===== src/rtl/pcm_test_pkg.sv =====
// Shared constants and types for the PCM test-pattern generator and checker.
// Pattern selects, expected levels and the checker state encoding.
package pcm_test_pkg;

    localparam logic [3:0] SEL_BYPASS  = 4'd0;
    localparam logic [3:0] SEL_POS_DC  = 4'd1;
    localparam logic [3:0] SEL_NEG_DC  = 4'd2;
    localparam logic [3:0] SEL_TRI     = 4'd3;
    localparam logic [3:0] SEL_IMPULSE = 4'd4;

    localparam logic [23:0] DC_POS      = 24'h000100;
    localparam logic [23:0] DC_NEG      = 24'h8000FF;
    localparam logic [23:0] IMPULSE_AMP = 24'h7FFF00;
    localparam logic [23:0] TRI_TOP     = 24'h7FFFFE;

    localparam logic [15:0] SPC_MAX = 16'hFFFF;

    typedef enum logic [1:0] {
        ST_IDLE,
        ST_ACQUIRE,
        ST_TRACK
    } state_t;

    function automatic logic [23:0] tri_inc(input logic [7:0] r);
        return {3'h0, r, 13'h0};
    endfunction

endpackage


===== src/rtl/pcm_test_checker_tri_step.sv =====
// Triangle next-value predictor.
// Steps cur by inc in direction dir, turning around at the top/bottom limits.
module tri_step
    import pcm_test_pkg::*;
(
    input  logic [23:0] cur,
    input  logic [23:0] inc,
    input  logic        dir,
    output logic [23:0] next,
    output logic        next_dir
);

    logic [24:0] sum;
    logic [24:0] dif;
    logic        up_ok;
    logic        dn_ok;

    assign sum   = {1'b0, cur} + {1'b0, inc};
    assign dif   = {1'b0, cur} - {1'b0, inc};
    assign up_ok = sum < {1'b0, TRI_TOP};
    assign dn_ok = !dif[24] && (dif[23:0] > inc);

    // Pick the step, reversing when the limit would be crossed
    always_comb begin
        next     = sum[23:0];
        next_dir = 1'b1;
        if (dir) begin
            if (!up_ok) begin
                next     = dif[23:0];
                next_dir = 1'b0;
            end
        end else if (dn_ok) begin
            next     = dif[23:0];
            next_dir = 1'b0;
        end
    end

endmodule


===== config.mk =====
export PLATFORM = sky130hd
export DESIGN_NAME = tri_step
export DESIGN_NICKNAME = d
export VERILOG_FILES = /design/src/rtl/pcm_test_pkg.sv /design/src/rtl/pcm_test_checker_tri_step.sv
export SDC_FILE = /design/constraint.sdc
export NUM_CORES = 1
export LEC_CHECK = 0
export ABC_AREA = 1
export BUFFER_PORTS_ARGS = -buffer_cell sky130_fd_sc_hd__buf_2
export CAP_MARGIN = 15
export CORE_MARGIN = 3
export CORE_UTILIZATION = 25
export DETAILED_ROUTE_END_ITERATION = 16
export MAX_ROUTING_LAYER = met4
export SLEW_MARGIN = 30
export SYNTH_ARGS = -nofsm -noshare
export SYNTH_HDL_FRONTEND = slang
export SYNTH_SLANG_ARGS = --single-unit

===== constraint.sdc =====
create_clock -name vclk -period 4.9
set_input_delay 0.49 -clock vclk [all_inputs]
set_output_delay 0.49 -clock vclk [all_outputs]
set_load 0.01 [all_outputs]

**Word level (Yosys, flattened, before mapping)**

Index checks and enable logic that the tools add are counted.

- Register bits after elaboration: 0
- Input port bits: 49
- Logic and storage cells: 12

- Add/sub/neg operators: 2
- Magnitude comparators: 2
- Mux-type cells: 6
- Reduce and logical (&&, ||, !) cells: 2

Operators by type and width:

| cell | count |
|---|---|
| $mux W24 | 3 |
| $add A24 B24 Y25 | 1 |
| $lt A25 B23 Y1 const B | 1 |
| $sub A24 B24 Y25 | 1 |
| $gt A24 B24 Y1 | 1 |
| $mux W1 | 3 |
| $logic_and A1 B1 Y1 | 1 |
| $logic_not A1 Y1 | 1 |

**Depth between registers and ports, before layout**

- Depth in word-level cells: 5
- Gate-level depth with buffers: 24
- Mapped depth without buffers: 23

**Worst setup path after synthesis**

Ideal clock, no wire load.

- Kind: in2out
- From: input port cur[0]
- To: output port next[21]
- Arrival: 3.559 ns
- Data required time: 4.410 ns
- Path slack: 0.851 ns
- Stages: 23
- Path buffers: 1
- Cell sequence: inv_1 > ha_1 > fa_1 > nand3b_1 > nand2_1 > a21oi_2 > inv_1 > nand2_1 > nand2_1 > a21oi_1 > o21bai_1 > xor2_1 > inv_1 > ha_1 > nand4_1 > nor3_1 > nand3_1 > nand3_1 > nand3_4 > buf_2 > a21oi_1 > o21ai_0 > nand2_1

- Longest elaborated chain between the ends: 5
- Elaborated cells on any way between the ends: 9
- Classes of those cells: add/sub: 2; order compare: 2; mux: 3; reduce/logical: 2

Ends and longest elaborated chain:

| element | RTL line | text |
|---|---|---|
| start, declared | pcm_test_checker_tri_step.sv:6 | `input logic [23:0] cur,` |
| $sub A24 B24 Y25 | pcm_test_checker_tri_step.sv:19 | `assign dif = {1'b0, cur} - {1'b0, inc};` |
| $gt A24 B24 Y1 or $logic_not A1 Y1 (tied branches) | pcm_test_checker_tri_step.sv:21 | `assign dn_ok = !dif[24] && (dif[23:0] > inc);` |
| $logic_and A1 B1 Y1 | pcm_test_checker_tri_step.sv:21 |  |
| $mux W24 | pcm_test_checker_tri_step.sv:32 | `end else if (dn_ok) begin` |
| $mux W24 * | pcm_test_checker_tri_step.sv:27 | `if (dir) begin` |
| end, declared | pcm_test_checker_tri_step.sv:9 | `output logic [23:0] next,` |

Every way passes the cells marked *; elsewhere a longest branch is shown, timed or not.

**Worst setup path after layout**

- From: input port cur[0]
- To: output port next[20]

The elaborated chain is that of the path after synthesis.

==> run summary <==
HP Class = in2out
Syn nets = 943
Area Growth Syn to Fin = 20.1%
CLK BUF = 0
Worst Path Class, Setup = in2out
Vias per inst = 4.87
Vias in the first global route = 5,324
Slew @ Worst Pin = 837 ps
Worst hold path startpoint = inc[0]
Max_slew headroom = 44.2%
Dpl hpwl = 13,900 µm
Largest net degree at the start of global routing = 45
Total gr overflow = 0
Ports = 74
CP arrival = 4130 ps
Syn avg cell area = 5.50 µm²
Placed cells = 1,115
Final ANT Viol Nets = 0
Fill cells = 1,998
DIE WIDTH = 140 µm
Area of the multi-input gates = 3920 µm²
Syn Inst Count = 820
Final core utilization = 31.0%
Post-CTS Hold Buffers = 0
Core Region = 17,500 µm²
Die area = 19,700 µm²
Area after DPL = 5210 µm²
Sequential cells = 0
Final worst path period need = 4620 ps
Syn. warnings = 0
ANT cells = 0
Crit. End Element = primary output
Power per cell area = 180 nW/µm²
Starting Density = 25.8%
Final Instance Count excl. Fillers = 1,121
Slew Viols, Final = 0
Netlist cell types = 44
CP max FO = 13
Status = finished clean
WL/cell = 15.0 µm
Final Power = 0.973 mW
Required @ worst endpoint = 4410 ps
WHS Endpoint = next[0]
Max Cap Viol = 0
DRC viols = 0
First-pass GRT wire length = 26,800 µm
Port buffer count = 74
Reg area = 0 µm²
Initial antenna violation count = 0
Max rail drop VDD = 0.103 mV
Fin area = 5410 µm²
Gr usage total = 16.7%
Fmax = 216 MHz
Die Ht = 140 µm
Finish-stage setup viols = 0
Share of cells above drive strength 1 = 18.5%
First DRT Iteration DRCs = 280
Row count = 48
Final hold vios = 0
Sequential area share after synthesis = 0%
Worst hold path stage count = 4
Drt first pass iters = 5
Leakage = 3.02 nW
Startpoint Class = input pin
Vias = 5,462
RSZ-0062 raised after global routing = true
GP Congestion = 0.946
Post-Syn Area = 4510 µm²
Tcrit/Tclk final = 94.3%
Final WL = 16,800 µm
TNS Setup = 0 ps
Nets@finish = 1,021
[worst max path at each step]
stage	startpoint	to	slack, ps	cells after the start
after floorplan	cur[0]	next[21]	850	23
after global placement	cur[0]	next[20]	180	25
after detailed placement	cur[0]	next[20]	90	25
after CTS	cur[0]	next[20]	70	25
after global routing	inc[1]	next[5]	10	25
final	cur[0]	next[20]	280	25
[synthesized netlist by cell type (4+ instances only)]
master      n  area, µm²
buf_2      18       90.1
o21ai_1     8       40.0
inv_1     130        488
nor2_2     12       75.1
buf_4       4       30.0
inv_2       9       33.8
o21ai_0    35        175
nand2_1   225        845
nand3_1    81        405
nand3b_1    4       30.0
xor2_1     26        228
a21oi_1    70        350
o21bai_1   11       82.6
ha_1       72        901
nor2_1     43        161
nor3_1      8       40.0
nand4_1    19        119
[kinds of logic (layout without fill, tap and decap cells)]
logic type                 count (synthesis)  count (layout)  synth area share [%]
adders and majority gates                 74              74                  20.9
buffers and inverters                    171             247                  15.6
xor gates and xnor gates                  29              29                  5.80
and+or+nand+nor                          408             408                  40.8
AOI/OAI and AO/OA                        138             138                  16.9
[worst max-delay path, cell delays in order]
cell      delay, ps
buf_2           100
inv_1            50
ha_2            190
fa_2            350
nand3b_1        180
nand2_2         110
a21oi_4          80
inv_1            60
nand2_1          70
nand2_2          90
a21oi_1         100
o21bai_1        240
xor2_2          240
inv_2            70
ha_4            270
nand4_1         110
nor3_2          240
nand3_1         120
nand3_2         110
nand3_4         170
buf_8           200
a21oi_1         120
o21ai_0         120
nand2_1         100
buf_2           130
[where the power goes]
group          leakage [nW]  total, mW  switching [mW]  internal [mW]
sequential                0          0               0              0
combinational          3.02      0.973           0.608          0.365
clock                     0          0               0              0
total                  3.02      0.973           0.608          0.365
[metal layers]
metal,GRT usage (%),wire length (µm),part of all wire [%],up-vias
met5,-,0,0,-
met4,1.84,255,1.5,0
met3,0.751,1080,6.4,23
met2,28.4,7770,46,179
met1,22.9,7720,46,2455
li1,-,-,-,2805
[cell usage in the layout, fill, tap and decap left out, types with 19 or more instances in the layout]
master,instances
nand3_1,79
ha_1,65
inv_1,129
a21oi_1,67
nor2_1,43
xor2_1,25
o21ai_0,30
nand2_1,221
buf_4,27
buf_2,74
nand4_1,19
[layout make-up]
type / count / share of cell area (%)
inverters: 141 / 9.78
well taps: 225 / 5.20
repair buffers: 106 / 12.5
multi-input cells: 649 / 72.5
[stage by stage]
stage                     hold slack [ps]  setup slack [ps]
final                                1440               279
after global routing                 1480              12.0
after CTS                            1430              74.9
after detailed placement             1430              93.9
after global placement               1430               180
after floorplan                      1170               851
[what timing repair did]
action                                  4_1_cts  5_1_grt
endpoints found under the hold margin         0        0
endpoints found under the setup margin        0       24
gates resized for setup                       0       34
buffers inserted                              0        4
Note: power is estimated with default switching activity, not from simulation.
